===== src/rtl/clock_set_ctrl.sv =====
// clock_set_ctrl: button-driven editor for the clock core's time and alarm.
// The user edits HH:MM in BCD; loads and alarm stops are held long enough
// for the core's slow tick to sample them.
module clock_set_ctrl #(
  parameter int LD_HOLD = 12,
  parameter int TIMEOUT = 1000,
  parameter int TO_W    = 10
) (
  input  logic       clk,
  input  logic       reset,
  input  logic       btn_mode,
  input  logic       btn_next,
  input  logic       btn_inc,
  input  logic       btn_al,
  input  logic       alarm_active,
  output logic [1:0] H_in1,
  output logic [3:0] H_in0,
  output logic [3:0] M_in1,
  output logic [3:0] M_in0,
  output logic       LD_time,
  output logic       LD_alarm,
  output logic       STOP_al,
  output logic       AL_ON,
  output logic [1:0] edit_sel,
  output logic       edit_alarm
);

  localparam int HOLD_W = (LD_HOLD > 1) ? $clog2(LD_HOLD) : 1;

  typedef enum logic [2:0] {
    S_RUN, S_SET_TIME_H, S_SET_TIME_M, S_LOAD_TIME,
    S_SET_AL_H, S_SET_AL_M, S_LOAD_AL
  } state_t;

  state_t            r_state, w_state_nxt;
  logic [1:0]        r_h1;
  logic [3:0]        r_h0, r_m1, r_m0;
  logic [HOLD_W-1:0] r_hold;
  logic [TO_W-1:0]   r_to;
  logic              r_ld_time, r_ld_alarm, r_stop_al, r_al_on;

  logic              w_any_btn, w_in_set, w_in_load, w_hold_last, w_to_expire;
  logic              w_inc_h, w_inc_m, w_stop_start;
  logic [1:0]        w_h1_inc;
  logic [3:0]        w_h0_inc, w_m1_inc, w_m0_inc;

  assign w_any_btn   = btn_mode | btn_next | btn_inc | btn_al;
  assign w_in_set    = (r_state == S_SET_TIME_H) || (r_state == S_SET_TIME_M) ||
                       (r_state == S_SET_AL_H)   || (r_state == S_SET_AL_M);
  assign w_in_load   = (r_state == S_LOAD_TIME) || (r_state == S_LOAD_AL);
  assign w_hold_last = (r_hold == HOLD_W'(LD_HOLD - 1));
  assign w_to_expire = w_in_set && !w_any_btn && (r_to == TO_W'(TIMEOUT - 1));

  // BCD successors of the edit registers; hours wrap 23->00, minutes 59->00
  always_comb begin
    w_h1_inc = r_h1;
    w_h0_inc = r_h0 + 4'd1;
    if (r_h1 == 2'd2 && r_h0 == 4'd3) begin
      w_h1_inc = 2'd0;
      w_h0_inc = 4'd0;
    end else if (r_h0 == 4'd9) begin
      w_h1_inc = r_h1 + 2'd1;
      w_h0_inc = 4'd0;
    end
    w_m1_inc = r_m1;
    w_m0_inc = r_m0 + 4'd1;
    if (r_m0 == 4'd9) begin
      w_m0_inc = 4'd0;
      w_m1_inc = (r_m1 == 4'd5) ? 4'd0 : r_m1 + 4'd1;
    end
  end

  // State register
  always_ff @(posedge clk or negedge reset) begin
    if (!reset) r_state <= S_RUN;
    else        r_state <= w_state_nxt;
  end

  // Next-state and per-cycle actions; mode beats next beats inc
  always_comb begin
    w_state_nxt  = r_state;
    w_inc_h      = 1'b0;
    w_inc_m      = 1'b0;
    w_stop_start = 1'b0;
    unique case (r_state)
      S_RUN: begin
        if (btn_mode && !r_stop_al) begin
          if (alarm_active) w_stop_start = 1'b1;
          else              w_state_nxt  = S_SET_TIME_H;
        end
      end
      S_SET_TIME_H, S_SET_AL_H: begin
        if (btn_mode)
          w_state_nxt = (r_state == S_SET_TIME_H) ? S_SET_AL_H : S_RUN;
        else if (btn_next)
          w_state_nxt = (r_state == S_SET_TIME_H) ? S_SET_TIME_M : S_SET_AL_M;
        else if (btn_inc)
          w_inc_h = 1'b1;
        else if (w_to_expire)
          w_state_nxt = S_RUN;
      end
      S_SET_TIME_M, S_SET_AL_M: begin
        if (btn_mode)
          w_state_nxt = (r_state == S_SET_TIME_M) ? S_SET_AL_H : S_RUN;
        else if (btn_next)
          w_state_nxt = (r_state == S_SET_TIME_M) ? S_LOAD_TIME : S_LOAD_AL;
        else if (btn_inc)
          w_inc_m = 1'b1;
        else if (w_to_expire)
          w_state_nxt = S_RUN;
      end
      S_LOAD_TIME, S_LOAD_AL: begin
        if (w_hold_last) w_state_nxt = S_RUN;
      end
      default: w_state_nxt = S_RUN;
    endcase
  end

  // Edit registers: only touched by increments, kept across modes and timeouts
  always_ff @(posedge clk or negedge reset) begin
    if (!reset) begin
      r_h1 <= 2'd0;
      r_h0 <= 4'd0;
      r_m1 <= 4'd0;
      r_m0 <= 4'd0;
    end else begin
      if (w_inc_h) begin
        r_h1 <= w_h1_inc;
        r_h0 <= w_h0_inc;
      end
      if (w_inc_m) begin
        r_m1 <= w_m1_inc;
        r_m0 <= w_m0_inc;
      end
    end
  end

  // Shared hold counter: loads and alarm-stop never overlap
  always_ff @(posedge clk or negedge reset) begin
    if (!reset)                                     r_hold <= '0;
    else if ((w_in_load || r_stop_al) && !w_hold_last) r_hold <= r_hold + 1'b1;
    else                                            r_hold <= '0;
  end

  // Idle timeout counter for the edit states
  always_ff @(posedge clk or negedge reset) begin
    if (!reset)                                              r_to <= '0;
    else if (!w_in_set || w_any_btn || w_state_nxt != r_state) r_to <= '0;
    else                                                     r_to <= r_to + 1'b1;
  end

  // Registered strobes: rise with the load-state entry / stop button
  always_ff @(posedge clk or negedge reset) begin
    if (!reset) begin
      r_ld_time  <= 1'b0;
      r_ld_alarm <= 1'b0;
      r_stop_al  <= 1'b0;
    end else begin
      r_ld_time  <= (w_state_nxt == S_LOAD_TIME);
      r_ld_alarm <= (w_state_nxt == S_LOAD_AL);
      if (w_stop_start)                r_stop_al <= 1'b1;
      else if (r_stop_al && w_hold_last) r_stop_al <= 1'b0;
    end
  end

  // Alarm enable toggles outside the load states
  always_ff @(posedge clk or negedge reset) begin
    if (!reset)                         r_al_on <= 1'b0;
    else if (btn_al && !w_in_load)      r_al_on <= ~r_al_on;
  end

  assign H_in1      = r_h1;
  assign H_in0      = r_h0;
  assign M_in1      = r_m1;
  assign M_in0      = r_m0;
  assign LD_time    = r_ld_time;
  assign LD_alarm   = r_ld_alarm;
  assign STOP_al    = r_stop_al;
  assign AL_ON      = r_al_on;
  assign edit_sel   = (r_state == S_SET_TIME_H || r_state == S_SET_AL_H) ? 2'd1 :
                      (r_state == S_SET_TIME_M || r_state == S_SET_AL_M) ? 2'd2 : 2'd0;
  assign edit_alarm = (r_state == S_SET_AL_H) || (r_state == S_SET_AL_M) ||
                      (r_state == S_LOAD_AL);

endmodule


===== config.mk =====
export PLATFORM = sky130hd
export DESIGN_NAME = clock_set_ctrl
export DESIGN_NICKNAME = d
export VERILOG_FILES = /design/src/rtl/clock_set_ctrl.sv
export SDC_FILE = /design/constraint.sdc
export NUM_CORES = 1
export LEC_CHECK = 0
export CAP_MARGIN = 20
export CORE_AREA = 2 2 78 80
export CTS_CLUSTER_SIZE = 14
export DETAILED_ROUTE_END_ITERATION = 8
export DIE_AREA = 0 0 80 82
export MAX_ROUTING_LAYER = met4
export PLACE_DENSITY_LB_ADDON = 0.15
export RECOVER_POWER = 50
export SLEW_MARGIN = 10
export SYNTH_ARGS = -nofsm -noshare
export SYNTH_HDL_FRONTEND = slang
export SYNTH_SLANG_ARGS = --single-unit

===== constraint.sdc =====
create_clock -name clk -period 3.1 [get_ports clk]
set_clock_uncertainty 0.15 [all_clocks]
set_input_delay 0.62 -clock clk [delete_from_list [all_inputs] [get_ports clk]]
set_output_delay 0.62 -clock clk [all_outputs]
set_load 0.005 [all_outputs]

Word-level counts from Yosys, hierarchy flattened
Cells that the tools add are included.
- register bits: 35
- input bits: 7
- logic and storage cells: 102
- add/sub/neg operators: 6
- eq/ne operators: 16
- mux-type cells: 34
- bitwise gates (word level): 4
- reductions and logical operators: 31
- operator list (operator ; count):
    $mux 3 ; 13
    $mux 4 ; 5
    $add 4x1->4 const B ; 4
    $eq 3x3->1 const B ; 4
    $eq 4x4->1 const B ; 3
    $pmux 3 s4 ; 1
    $logic_or 1x1->1 ; 11
    $add 10x1->10 const B ; 1
    $eq 10x10->1 const B ; 1
    $mux 1 ; 10
    $mux 10 ; 1
    $eq 3x2->1 const B ; 3
    $mux 2 ; 4
    $logic_and 1x1->1 ; 7
    $reduce_or 2->1 ; 3
    $logic_not 1->1 ; 5
    $eq 4x2->1 const B ; 1
    $eq 4x3->1 const B ; 1
    $reduce_and 2->1 ; 2
    $reduce_bool 2->1 ; 2
    $eq 3x1->1 const B ; 1
    $logic_not 3->1 ; 1
    $ne 3x3->1 ; 1
    $or 1x1->1 ; 3
    3 further kinds ; 3

Longest topological paths before layout
Gate-level depths: netlist of run 1.
- depth in word-level cells: 14
- depth in mapped cells: 5

Worst setup path after synthesis of run 1
Ideal clock, no wire load.
- path kind: input to register
- from: input port btn_mode
- to: register r_to[3]
- arrival: 1.747 ns
- data required time: 2.802 ns
- setup slack: 1.055 ns
- stages: 5
- path through: buf_6 > nor4_4 > nand4_2 > a221oi_4 > nor3_1
- word-level cells in the longest chain between the ends: 14
- elaborated cells between the ends (all ways): 19
- those cells by class: eq/ne: 1; mux: 9; bitwise: 3; reduce/logical: 6
- RTL lines (element ; RTL line ; text):
    from (decl) ; 11 ; input logic btn_mode,
    $or 1x1->1 (3 in a row) ; 47 ; assign w_any_btn = btn_mode | btn_next | btn_inc | btn_al;
    $logic_not 1->1 ; 52 ; assign w_to_expire = w_in_set && !w_any_btn && (r_to == TO_W'(TIMEOUT - 1));
    $logic_and 1x1->1 (2 in a row) ; 52 ;
    $mux 3 ; 99, 109 ;
    $mux 3 ; 97 ; else if (btn_inc)
    $mux 3 (on tied branches) ; 105, 95 ;
    $mux 3 (on tied branches) ; 103, 93 ;
    $pmux 3 s4 ; 85 ; unique case (r_state)
    $ne 3x3->1 ; 148 ; else if (!w_in_set || w_any_btn || w_state_nxt != r_state) r_to <= '0;
    $logic_or 1x1->1 (*) ; 148 ;
    $mux 10 (*) ; 148 ;
    to (signal assigned) ; 149 ; else r_to <= r_to + 1'b1;
    to (decl) ; 39 ; logic [TO_W-1:0] r_to;
Every way passes the cells marked *; elsewhere a longest branch is shown, timed or not.
A chain may end at the register's enable or synchronous reset.

Worst setup path in the final report of run 1
- from: register r_state[0]
- to: output port edit_sel[0]
- word-level cells in the longest chain between the ends: 3
- elaborated cells between the ends (all ways): 4
- those cells by class: eq/ne: 2; mux: 1; reduce/logical: 1
- RTL lines (element ; RTL line ; text):
    from (decl) ; 35 ; state_t r_state, w_state_nxt;
    from (signal assigned) ; 76 ; else r_state <= w_state_nxt;
    $eq 3x1->1 / $eq 3x3->1 (equally long branches) ; 180 ; assign edit_sel = (r_state == S_SET_TIME_H || r_state == S_SET_AL_H) ? 2'd1 :
    $logic_or 1x1->1 (*) ; 180 ;
    $mux 2 (*) ; 180 ;
    to (decl) ; 24 ; output logic [1:0] edit_sel,
Marks and branches as above.

==> flow_summary.ini, run 1 <==
[status]
status = finished, final reports clean

[detailed_routing]
vias = 1456
dr.pass1.iters = 4
route.detailed.drc = 0
drt_iter0_drc = 50
post_drt_wl_per_cell_um = 13.2
wl_um = 3850
drt-vias-per-instance = 5.00
drt.antenna.violating_nets = 0

[timing]
fin_crit_sh_pct = 89.0
layout_setup_ws_ps = 341
slew_violations = 0
worstMarginPinSlew_ps = 898
setup_tns_ps = 0
relSlewSlack_pct = 40.1
hold_violations = 0
clock.fmax_ghz = 0.362
worst_hold_slack_ps = 316
min_period_ps = 2760
finalSetupViolCount = 0
rsz0062_at_grt = false

[worst_setup_path]
cp-end-kind = primary output
start_kind = flop
crit_chain = xor2_1 -> and2_1 -> clkdlybuf4s50_1
cpPeakStageDelay_ps = 640
crit_required_ps = 2330
crit_path_max_fanout = 13
arrival_ps = 1990
critical_path_class = reg2out
slowest_stage = dfrtp_1

[place]
port_buffers = 27
pre_cts_ws_ps = 352
place.gp.congestion = 0.746
post-dp-hpwl_um = 2700

[floorplanning]
core-area_mm2 = 0.00575
fp-row-count = 28
start_util_pct = 33.4
die_w_um = 80
fp.dieH_um = 82
io_pins = 28
fp.dieArea_mm2 = 0.00656

[synthesis]
synthArstFlopShare_pct = 100
syn-cell-area_mm2 = 0.00192
yosys_warnings = 0
synth.distinct_cells = 52
synth_cells = 183
syn_avg_cell_area_um2 = 10.5
ys.flop_type = dfrtp_1
synth-edff-count = 0
ys_ff_latch = 35
syn-num-nets = 192
seq_area_frac_synth_pct = 45.6

[clocking]
ctsHoldBuffers = 0
cts_resized = 0
cts.htree.levels = 2
numClockSinks = 35
clk_latency_ps = 280
post_cts_buffers = 0
root_buffer = clkbuf_8
cts_tree = done
clk_pin_slew_ps = 70
clockBufferDepth = 2
cts_buffers = 5

[grt]
grt_max_degree = 36
grt_overflow = 0
grt_pass1_wl_um = 6670
first_global_vias = 1413
antenna_found_initial = 0
grtUsageTotal_pct = 13.4

[final_layout]
multi_input_area_um2 = 967
nFillCells = 577
layout.area.seq_um2 = 876
drive_gt1_share_pct = 12.0
nets = 224
fin_util_pct = 41.2
final_cell_mix = dfrtp_1, clkdlybuf4s50_1, nor2_1
final_common_cell = dfrtp_1
area_delta_synth_final_pct = 23.0
n_antenna_cell = 0

[power]
peakVddDrop_uv = 257
power_w = 0.00170
p_leak_nw = 0.973
power.density_mw_per_mm2 = 717

[hold_path]
min_path_type = reg2reg

[flow_run]
max-cap-violations = 0
path summary, 6_finish.rpt:
| kind | cells past startpoint | end | from | slack, ps |
|---|---|---|---|---|
| max in group asynchronous | 2 | r_to[7] | reset | 1400 |
| setup / recovery | 3 | edit_sel[0] | r_state[0] | 340 |
| min in group asynchronous | 2 | STOP_al | reset | 840 |
| setup reg to reg | 5 | H_in1[0] | r_state[1] | 970 |
| hold reg to reg | 1 | r_hold[0] | r_hold[0] | 320 |
| hold / removal | 1 | r_hold[0] | r_hold[0] | 320 |
worst max-delay path, delay by kind of cell, from the launching register on:
family        cells  cell delay [ps]
flops             1              640
buf+inv           1              500
xor+xnor          1              380
simple gates      1              190
metrics by stage:
stage	instances	cell area (um^2)
CTS	291	2380
detailed placement	283	2280
finish	291	2360
global route	291	2360
floorplan	183	1920
global placement	283	2280
Yosys cell counts, drive strengths merged, types with 2 or more instances:
cell type / count / area [um^2]
mux2: 3 / 33.8
ha: 2 / 25.0
nand3: 10 / 50.1
nand2: 6 / 22.5
and3: 3 / 18.8
nor3: 10 / 55.1
nor4: 3 / 40.0
nor2: 14 / 52.6
xnor2: 9 / 78.8
nand3b: 5 / 37.5
or3: 2 / 12.5
and4: 3 / 26.3
dfrtp: 35 / 876
and2: 3 / 18.8
nor4b: 2 / 23.8
nor2b: 3 / 18.8
inv: 9 / 33.8
nand4: 5 / 43.8
a21oi: 6 / 30.0
o41ai: 2 / 17.5
clkbuf: 3 / 11.3
nor3b: 2 / 20.0
xor2: 11 / 104
o21ai: 7 / 35.0
nand2b: 4 / 25.0
a21boi: 2 / 15.0
buf: 3 / 26.3
power breakdown:
group          switching (W)  total, W  internal [W]  leakage, nW
registers           0.000160  0.000727      0.000567        0.455
logic               0.000272  0.000607      0.000335        0.467
clock network       0.000160  0.000363      0.000203       0.0515
total               0.000592   0.00170       0.00110        0.973
cell families after synthesis:
kind of cell | after synthesis | synth area share (%)
AOI/OAI and AO/OA | 28 | 11.5
xor gates and xnor gates | 20 | 9.51
adders and majority gates | 2 | 1.30
buffers and inverters | 15 | 3.71
DFF | 35 | 45.6
muxes | 4 | 2.28
and+or+nand+nor | 79 | 26.1
metal layers:
metal	global-route usage (%)	wire [um]	up-vias	part of all wire, %
met5	-	0	-	0
met4	4.58	51	0	1.3
met3	3.30	142	4	3.7
met2	21.3	1830	25	48
met1	16.8	1830	703	47
li1	-	-	724	-
registers in the layout (all words and copies together) (netlist names), 2 cells and up:
| name | count |
|---|---|
| r_to | 10 |
| r_state | 3 |
| H_in1 | 2 |
| r_hold | 4 |
| M_in1 | 4 |
| M_in0 | 4 |
| H_in0 | 4 |
area by class of cell:
cell class	instances	area share, %
Timing Repair Buffer	31	12.4
Clock buffer	8	4.23
Sequential cell	35	37.0
Inverter	9	1.43
Tap cell	75	3.97
Multi-Input combinational cell	133	40.9
Power figures use the tool's default switching activity.
==> run 2: changes to the inputs <==
--- a/config.mk
+++ b/config.mk
@@ -6,10 +6,10 @@
 export NUM_CORES = 1
 export LEC_CHECK = 0
 export CAP_MARGIN = 20
-export CORE_AREA = 2 2 78 80
+export CORE_AREA = 2 2 65 67
 export CTS_CLUSTER_SIZE = 14
 export DETAILED_ROUTE_END_ITERATION = 8
-export DIE_AREA = 0 0 80 82
+export DIE_AREA = 0 0 67 69
 export MAX_ROUTING_LAYER = met4
 export PLACE_DENSITY_LB_ADDON = 0.15
 export RECOVER_POWER = 50
==> flow_summary.ini, run 2 (synthesis gave the netlist of run 1 again) <==
[status]
status = finished, violations left
violations = max-capacitance violations, max-slew violations

[floorplanning]
start_util_pct = 49.1
fp.dieH_um = 69
fp-row-count = 23
fp.dieArea_mm2 = 0.00462
io_pins = 28
die_w_um = 67
core-area_mm2 = 0.00391

[place]
port_buffers = 27
placed_cells = 257
pre_cts_ws_ps = 348
post-dp-hpwl_um = 2980
place.gp.congestion = 0.785

[flow_run]
max-cap-violations = 1

[final_layout]
regMostFlops = r_to
multi_input_area_um2 = 967
drive_gt1_share_pct = 12.1
nFillCells = 350
area_delta_synth_final_pct = 21.8
final_cell_mix = dfrtp_1, clkdlybuf4s50_1, nor2_1
nets = 223
largest_reg_flops = 10
layout.area.seq_um2 = 876
n_antenna_cell = 0
finalNonFillerCells = 265
final_common_cell = dfrtp_1

[clocking]
numClockSinks = 35
clk_latency_ps = 300
cts_buffers = 5
cts_tree = done
cts.htree.levels = 2
root_buffer = clkbuf_8
clockBufferDepth = 2
post_cts_buffers = 0
cts_resized = 0
ctsHoldBuffers = 0
clk_pin_slew_ps = 70

[worst_setup_path]
crit_chain = xor2_1 -> and2_1 -> clkdlybuf4s50_1
crit_path_max_fanout = 13
r2r.worst_path.cells = 5
cpPeakStageDelay_ps = 640
cpLargestDelayFamily = flip-flops
cp-end-kind = primary output
start_kind = flop
path_depth = 3
arrival_ps = 1970
crit_required_ps = 2330
slowest_stage = dfrtp_1
critPathBufInv = 1
critical_path_class = reg2out

[timing]
setup_tns_ps = 0
slew_violations = 36
min_period_ps = 2740
worstMarginPinSlew_ps = 1800
rsz0062_at_grt = false
hold_violations = 0
layout_setup_ws_ps = 356
worst_hold_slack_ps = 320
clock.fmax_ghz = 0.364
fin_crit_sh_pct = 88.5
relSlewSlack_pct = -20.0
finalSetupViolCount = 0

[power]
power.density_mw_per_mm2 = 757
p_leak_nw = 0.978
power_w = 0.00177
peakVddDrop_uv = 423

[grt]
grtUsageTotal_pct = 20.3
grt_overflow = 0
antenna_found_initial = 0
first_global_vias = 1468
grt_max_degree = 36
grt_pass1_wl_um = 6910

[hold_path]
hold_depth = 1
min_path_type = reg2reg

[detailed_routing]
drt-vias-per-instance = 5.60
dr.pass1.iters = 4
drt_iter0_drc = 51
drt.antenna.violating_nets = 0
route.detailed.drc = 0
post_drt_wl_per_cell_um = 15.5
vias = 1484
wl_um = 4100
run 2: cell types whose count changed in the layout (fill, tap and decap cells not counted):
cell             before  now
clkbuf_2              1    0
clkinv_4              0    1
dlygate4sd3_1         7    6
clkbuf_1              2    1
clkinv_2              0    1
clkbuf_8              7    5
clkdlybuf4s50_1      20   21
bufinv_16             0    1
run 2: worst register-to-register path, stage by stage (launching register included):
cell and delay (ps):
dfrtp_1 420, ha_1 240, nand3b_1 250, mux2i_1 140
or3_1 380, a311oi_1 340
run 2: routing by layer:
metal | vias to the layer above | wire (um) | GRT usage, %
met1 | 726 | 1790 | 24.8
li1 | 723 | - | -
met2 | 27 | 2100 | 31.7
met5 | - | 0 | -
met3 | 8 | 130 | 5.38
met4 | 0 | 78 | 8.39
run 2: area by class of cell:
| type | count | share of cell area, % |
|---|---|---|
| multi-input cells | 133 | 41.3 |
| flip-flops and latches | 35 | 37.4 |
| repair buffers | 30 | 12.3 |
| clock buffers | 5 | 2.94 |
| well taps | 50 | 2.67 |
| clock inverters | 3 | 1.87 |
| inverters | 9 | 1.44 |
run 2: path summary, 6_finish.rpt:
kind,from,to,slack (ps)
setup / recovery,r_state[0],edit_sel[0],360
hold / removal,AL_ON,AL_ON,320
setup reg to reg,r_hold[0],LD_alarm,1050
hold reg to reg,AL_ON,AL_ON,320
max in group asynchronous,reset,r_state[1],560
min in group asynchronous,reset,M_in1[1],1190
run 2: stage by stage:
step           instance area [um^2]  util (%)
3_5_place_dp                   2240      57.2
3_3_place_gp                   2240      57.2
2_1_floorplan                  1920         -
4_1_cts                        2350      60.1
6_report                       2340      59.8
5_1_grt                        2340      59.8
run 2: where the power goes:
group / total, W / internal (W) / switching [W]
combinational: 0.000637 / 0.000338 / 0.000299
clock: 0.000412 / 0.000239 / 0.000173
sequential: 0.000724 / 0.000567 / 0.000157
total: 0.00177 / 0.00114 / 0.000628
==> run 3: changes to the inputs <==
--- a/config.mk
+++ b/config.mk
@@ -6,10 +6,10 @@
 export NUM_CORES = 1
 export LEC_CHECK = 0
 export CAP_MARGIN = 20
-export CORE_AREA = 2 2 65 67
+export CORE_AREA = 2 2 64 66
 export CTS_CLUSTER_SIZE = 14
 export DETAILED_ROUTE_END_ITERATION = 8
-export DIE_AREA = 0 0 67 69
+export DIE_AREA = 0 0 66 68
 export MAX_ROUTING_LAYER = met4
 export PLACE_DENSITY_LB_ADDON = 0.15
 export RECOVER_POWER = 50
==> flow_summary.ini, run 3 (synthesis gave the netlist of run 1 again) <==
[timing]
min_period_ps = 2730
clock.fmax_ghz = 0.366
fin_crit_sh_pct = 88.2
hold_violations = 0
layout_setup_ws_ps = 367
finalSetupViolCount = 0
slew_violations = 0
worstMarginPinSlew_ps = 488
rsz0062_at_grt = false
relSlewSlack_pct = 67.1
setup_tns_ps = 0

[floorplanning]
start_util_pct = 49.8
fp.dieH_um = 68
fp-row-count = 23
die_w_um = 66
core-area_mm2 = 0.00386
fp.dieArea_mm2 = 0.00449
io_pins = 28

[final_layout]
nFillCells = 337
regMostFlops = r_to
finalInstanceArea_mm2 = 0.00237
n_antenna_cell = 0
largest_reg_flops = 10
drive_gt1_share_pct = 12.6
final_cell_mix = dfrtp_1, clkdlybuf4s50_1, nor2_1
area_delta_synth_final_pct = 23.2
nets = 223
final_common_cell = dfrtp_1

[status]
status = finished, final reports clean

[detailed_routing]
drt_iter0_drc = 76
route.detailed.drc = 0
drt-vias-per-instance = 5.65
post_drt_wl_per_cell_um = 14.7
wl_um = 3910
drt.antenna.violating_nets = 0
vias = 1498
dr.pass1.iters = 5

[clocking]
numClockSinks = 35
root_buffer = clkbuf_8
cts_tree = done
ctsHoldBuffers = 0
clk_latency_ps = 290
cts_resized = 0
cts_buffers = 5
post_cts_buffers = 0
clockBufferDepth = 2
cts.htree.levels = 2
clk_pin_slew_ps = 70

[place]
placed_area_mm2 = 0.00224
post-dp-hpwl_um = 2790
port_buffers = 27
place.gp.congestion = 0.791
pre_cts_ws_ps = 358

[grt]
grt_pass1_wl_um = 6700
grt_max_degree = 36
grt_overflow = 0
grtUsageTotal_pct = 20.0
antenna_found_initial = 0
first_global_vias = 1467

[worst_setup_path]
crit_path_max_fanout = 13
r2r-start = r_state[1]
arrival_ps = 1960
critical_path_class = reg2out
crit_required_ps = 2330
cp-startpoint = r_state[0]
cp-end-kind = primary output
start_kind = flop

[power]
peakVddDrop_uv = 611
power.density_mw_per_mm2 = 772
p_leak_nw = 0.985

[flow_run]
max-cap-violations = 0

[hold_path]
min_path_type = reg2reg
hp-start = AL_ON
run 3: cell type report:
| type | count | area, um^2 | area share, % |
|---|---|---|---|
| Sequential cell | 35 | 876 | 37.0 |
| Clock buffer | 5 | 68.8 | 2.91 |
| Inverter | 9 | 33.8 | 1.43 |
| Clock inverter | 3 | 67.6 | 2.85 |
| Timing Repair Buffer | 30 | 293 | 12.4 |
| Tap cell | 50 | 62.6 | 2.64 |
| Multi-Input combinational cell | 133 | 967 | 40.8 |
run 3: per-stage QoR:
step	hold WS [ps]	utilization, %	power [W]	cells
3_3_place_gp	297	58.1	0.00134	257
4_1_cts	334	61.6	0.00186	265
5_1_grt	346	61.4	0.00196	265
2_1_floorplan	174	-	0.00108	183
6_report	328	61.4	0.00183	265
3_5_place_dp	319	58.1	0.00137	257
run 3: per-layer routing:
metal  routed length (um)  part of all wire, %  global-route usage (%)  vias to the layer above
met4                   31                 0.79                    5.87                        0
met5                    0                    0                       -                        -
met1                 1720                   44                    24.3                      736
li1                     -                    -                       -                      726
met3                  155                  4.0                    5.59                        5
met2                 2000                   51                    33.1                       31
run 3: final timing paths:
kind | depth (start not counted) | slack, ps | end
worst max-delay path | 3 | 370 | edit_sel[0]
worst min-delay path | 1 | 330 | AL_ON
worst max register to register | 5 | 1080 | H_in1[1]
worst min register to register | 1 | 330 | AL_ON
max in group asynchronous | 2 | 1820 | STOP_al
min in group asynchronous | 2 | 670 | H_in0[3]
run 3: critical path: stages (launching register included):
cell and delay [ps]:
dfrtp_1 630, xor2_1 370, and2_1 180, clkdlybuf4s50_1 500
run 3: where the power goes:
group,internal [W],switching (W),leakage (nW)
registers,0.000567,0.000152,0.455
clock network,0.000321,0.000171,0.0644
logic,0.000336,0.000283,0.466
==> edit: new RTL, flow settings as in run 2 <==
Reset style: synchronous (`reset`), changed in 6 clocked blocks.
--- a/src/rtl/clock_set_ctrl.sv
+++ b/src/rtl/clock_set_ctrl.sv
@@ -71,7 +71,7 @@
   end
 
   // State register
-  always_ff @(posedge clk or negedge reset) begin
+  always_ff @(posedge clk) begin
     if (!reset) r_state <= S_RUN;
     else        r_state <= w_state_nxt;
   end
@@ -117,7 +117,7 @@
   end
 
   // Edit registers: only touched by increments, kept across modes and timeouts
-  always_ff @(posedge clk or negedge reset) begin
+  always_ff @(posedge clk) begin
     if (!reset) begin
       r_h1 <= 2'd0;
       r_h0 <= 4'd0;
@@ -136,21 +136,21 @@
   end
 
   // Shared hold counter: loads and alarm-stop never overlap
-  always_ff @(posedge clk or negedge reset) begin
+  always_ff @(posedge clk) begin
     if (!reset)                                     r_hold <= '0;
     else if ((w_in_load || r_stop_al) && !w_hold_last) r_hold <= r_hold + 1'b1;
     else                                            r_hold <= '0;
   end
 
   // Idle timeout counter for the edit states
-  always_ff @(posedge clk or negedge reset) begin
+  always_ff @(posedge clk) begin
     if (!reset)                                              r_to <= '0;
     else if (!w_in_set || w_any_btn || w_state_nxt != r_state) r_to <= '0;
     else                                                     r_to <= r_to + 1'b1;
   end
 
   // Registered strobes: rise with the load-state entry / stop button
-  always_ff @(posedge clk or negedge reset) begin
+  always_ff @(posedge clk) begin
     if (!reset) begin
       r_ld_time  <= 1'b0;
       r_ld_alarm <= 1'b0;
@@ -164,7 +164,7 @@
   end
 
   // Alarm enable toggles outside the load states
-  always_ff @(posedge clk or negedge reset) begin
+  always_ff @(posedge clk) begin
     if (!reset)                         r_al_on <= 1'b0;
     else if (btn_al && !w_in_load)      r_al_on <= ~r_al_on;
   end
Check against the original RTL: differs if reset is asserted again (counterexample within 4 cycles, from zero or initial values and one cycle with reset low); with reset held inactive, the same outputs for 10 cycles.
==> edit against run 2 <==
- setup slack worse by 0.016 ns
- sequential cell count unchanged
- wire length grew 2.1%
- final area is 1.4% lower
- synthesized area shrank 1.4%
- non-clock buffer count rose by 6
- global-route usage is 0.43 points higher
Power is not compared: it rests on default switching activity, and its combinational part moved more than twofold at a synthesized area within 25%.
==> edit: results (changes against run 2) <==
| Metric | Value |
|---|---|
| HPWL after DPL | 3063 µm (was 2975 µm) |
| CTS Root Cell | clkbuf_8 (unchanged) |
| Signal buffers | 36 (was 30) |
| Placer congestion estimate | 0.8201 (was 0.7845) |
| Seq/Total Area, Yosys | 36.99% (was 45.57%) |
| Post-Synth Adder-Cell Area | 1.321% (was 1.302%) |
| Vias in the first global route | 1587 (was 1468) |
| GRT Overall Usage | 20.78% (was 20.34%) |
| Largest net degree at the start of global routing | 17 (was 36) |
| Seq area share | 30.35% (was 37.41%) |
| Worst slew pin tran | 0.7104 ns (was 1.801 ns) |
| Clk tree area frac | 3.631% (was 4.810%) |
| Post-synthesis compound-gate area fraction | 22.19% (was 11.52%) |
| Reg-to-reg endpoint | H_in1[0] (was LD_alarm) |
| CP Max Fanout | 8 (was 13) |
| Min-Delay Startpoint | r_hold[0] (was AL_ON) |
| Clk Latency, worst-skew pair | 0.28 ns (was 0.30 ns) |
| Crit path to | edit_sel[1] (was edit_sel[0]) |
| Status | completed (was finished, violations left) |
| DR pass1 iterations | 4 (unchanged) |
| Buffering overhead | 14.31% (was 12.35%) |
| FF-to-FF Start | r_state[0] (was r_hold[0]) |
| R2R Setup Slk | 0.72 ns (was 1.05 ns) |
| Global-route wire length before repair | 7369 µm (was 6906 µm) |
| Mapped Nets | 229 (was 192) |
| Nets | 263 (was 223) |
| Mux cell area share after synthesis | 0% (was 2.279%) |
| Ys flop type | dfxtp_1 (was dfrtp_1) |
| Worst path slowest cell | clkdlybuf4s50_1 (was dfrtp_1) |
| Initial DRC count | 108 (was 51) |
| Worst Path Arrival | 1.99 ns (was 1.97 ns) |
| Fillers | 384 (was 350) |
| Crit-path max cell delay | 0.57 ns (was 0.64 ns) |
| Commonest cells post-synth | 35 x dfxtp_1, 18 x nor2_1, 15 x a21oi_1, 15 x nand2_1, 12 x o21ai_0 (was 35 x dfrtp_1, 14 x nor2_1, 10 x nand3_1, 10 x xor2_1) |
| Inverter count | 11 (was 9) |
| Pins over their slew limit | 0 (was 36) |
| Via count | 1740 (was 1484) |
| #MultiIn Comb | 165 (was 133) |
| Hold WS | 0.2982 ns (was 0.3203 ns) |
| Fraction of area in multi-input gates | 47.21% (was 41.31%) |
| WL/cell | 13.72 µm (was 15.46 µm) |
| Setup Slack @ Placement | 0.1616 ns (was 0.3482 ns) |
| Layout cells sized above 1 | 9.412% (was 12.09%) |
| Ys async rst share | 0% (was 100.0%) |
| XOR/XNOR Fraction of Synth Area | 7.794% (was 9.505%) |
| End of the worst hold path | r_hold[0] (was AL_ON) |
| Initial antenna violation count | 0 (unchanged) |
| Distinct cells, synth | 53 (was 52) |
| Post-route setup slack | 0.3398 ns (was 0.3556 ns) |
| Largest cells by area after synthesis | dfxtp_1 37%, xnor2_1 4.2%, a21oi_1 4.0% (was dfrtp_1 46%, xor2_1 4.6%, xnor2_1 4.1%) |
| Crit. Startpoint | r_state[1] (was r_state[0]) |
## edit: cell count changes after synthesis, moves of 4 or more
cell | run 2 | this run
a21oi_1 | 6 | 15
xor2_1 | 10 | 6
buf_2 | 0 | 5
a2111oi_0 | 0 | 8
or4b_1 | 0 | 4
o21ai_0 | 7 | 12
nor3_1 | 9 | 5
dfxtp_1 | 0 | 35
nand2_1 | 6 | 15
dfrtp_1 | 35 | 0
nor2_1 | 14 | 18
## edit: kinds of logic after synthesis
family / Yosys count
adders and majority gates: 2
DFF: 35
and+or+nand+nor: 86
xor gates and xnor gates: 16
buffers and inverters: 20
AOI/OAI and AO/OA: 61
## edit: critical path, delay by kind of cell, from the launching register on
kind                   cells  cell delay (ns)
and+or+nand+nor            1             0.51
DFF                        1             0.47
buffers and inverters      1             0.57
AOI/OAI and AO/OA          1             0.15
## edit: power by group
group          switching (µW)  internal, µW  total, µW  leakage [µW]
combinational            43.6          37.5       81.1      0.000471
sequential               7.80           456        463      0.000283
clock                     160           154        313     0.0000477
## edit: per-stage QoR
| step | util, % | instances | instance area, µm² | power, µW |
|---|---|---|---|---|
| 2_1_floorplan | - | 220 | 1894 | 521.5 |
| 3_3_place_gp | 57.51 | 297 | 2251 | 558.7 |
| 3_5_place_dp | 57.51 | 297 | 2251 | 559.4 |
| 4_1_cts | 59.65 | 305 | 2335 | 873.3 |
| 5_1_grt | 58.98 | 305 | 2308 | 902.3 |
| 6_report | 58.98 | 305 | 2308 | 857.9 |
## edit: routing by layer
layer | up-vias | wire (µm) | global-route usage, %
met4 | 0 | 35 | 6.122
met1 | 823 | 2007 | 28.73
met2 | 39 | 1945 | 29.59
met5 | - | 0 | -
met3 | 2 | 198 | 5.546
li1 | 876 | - | -
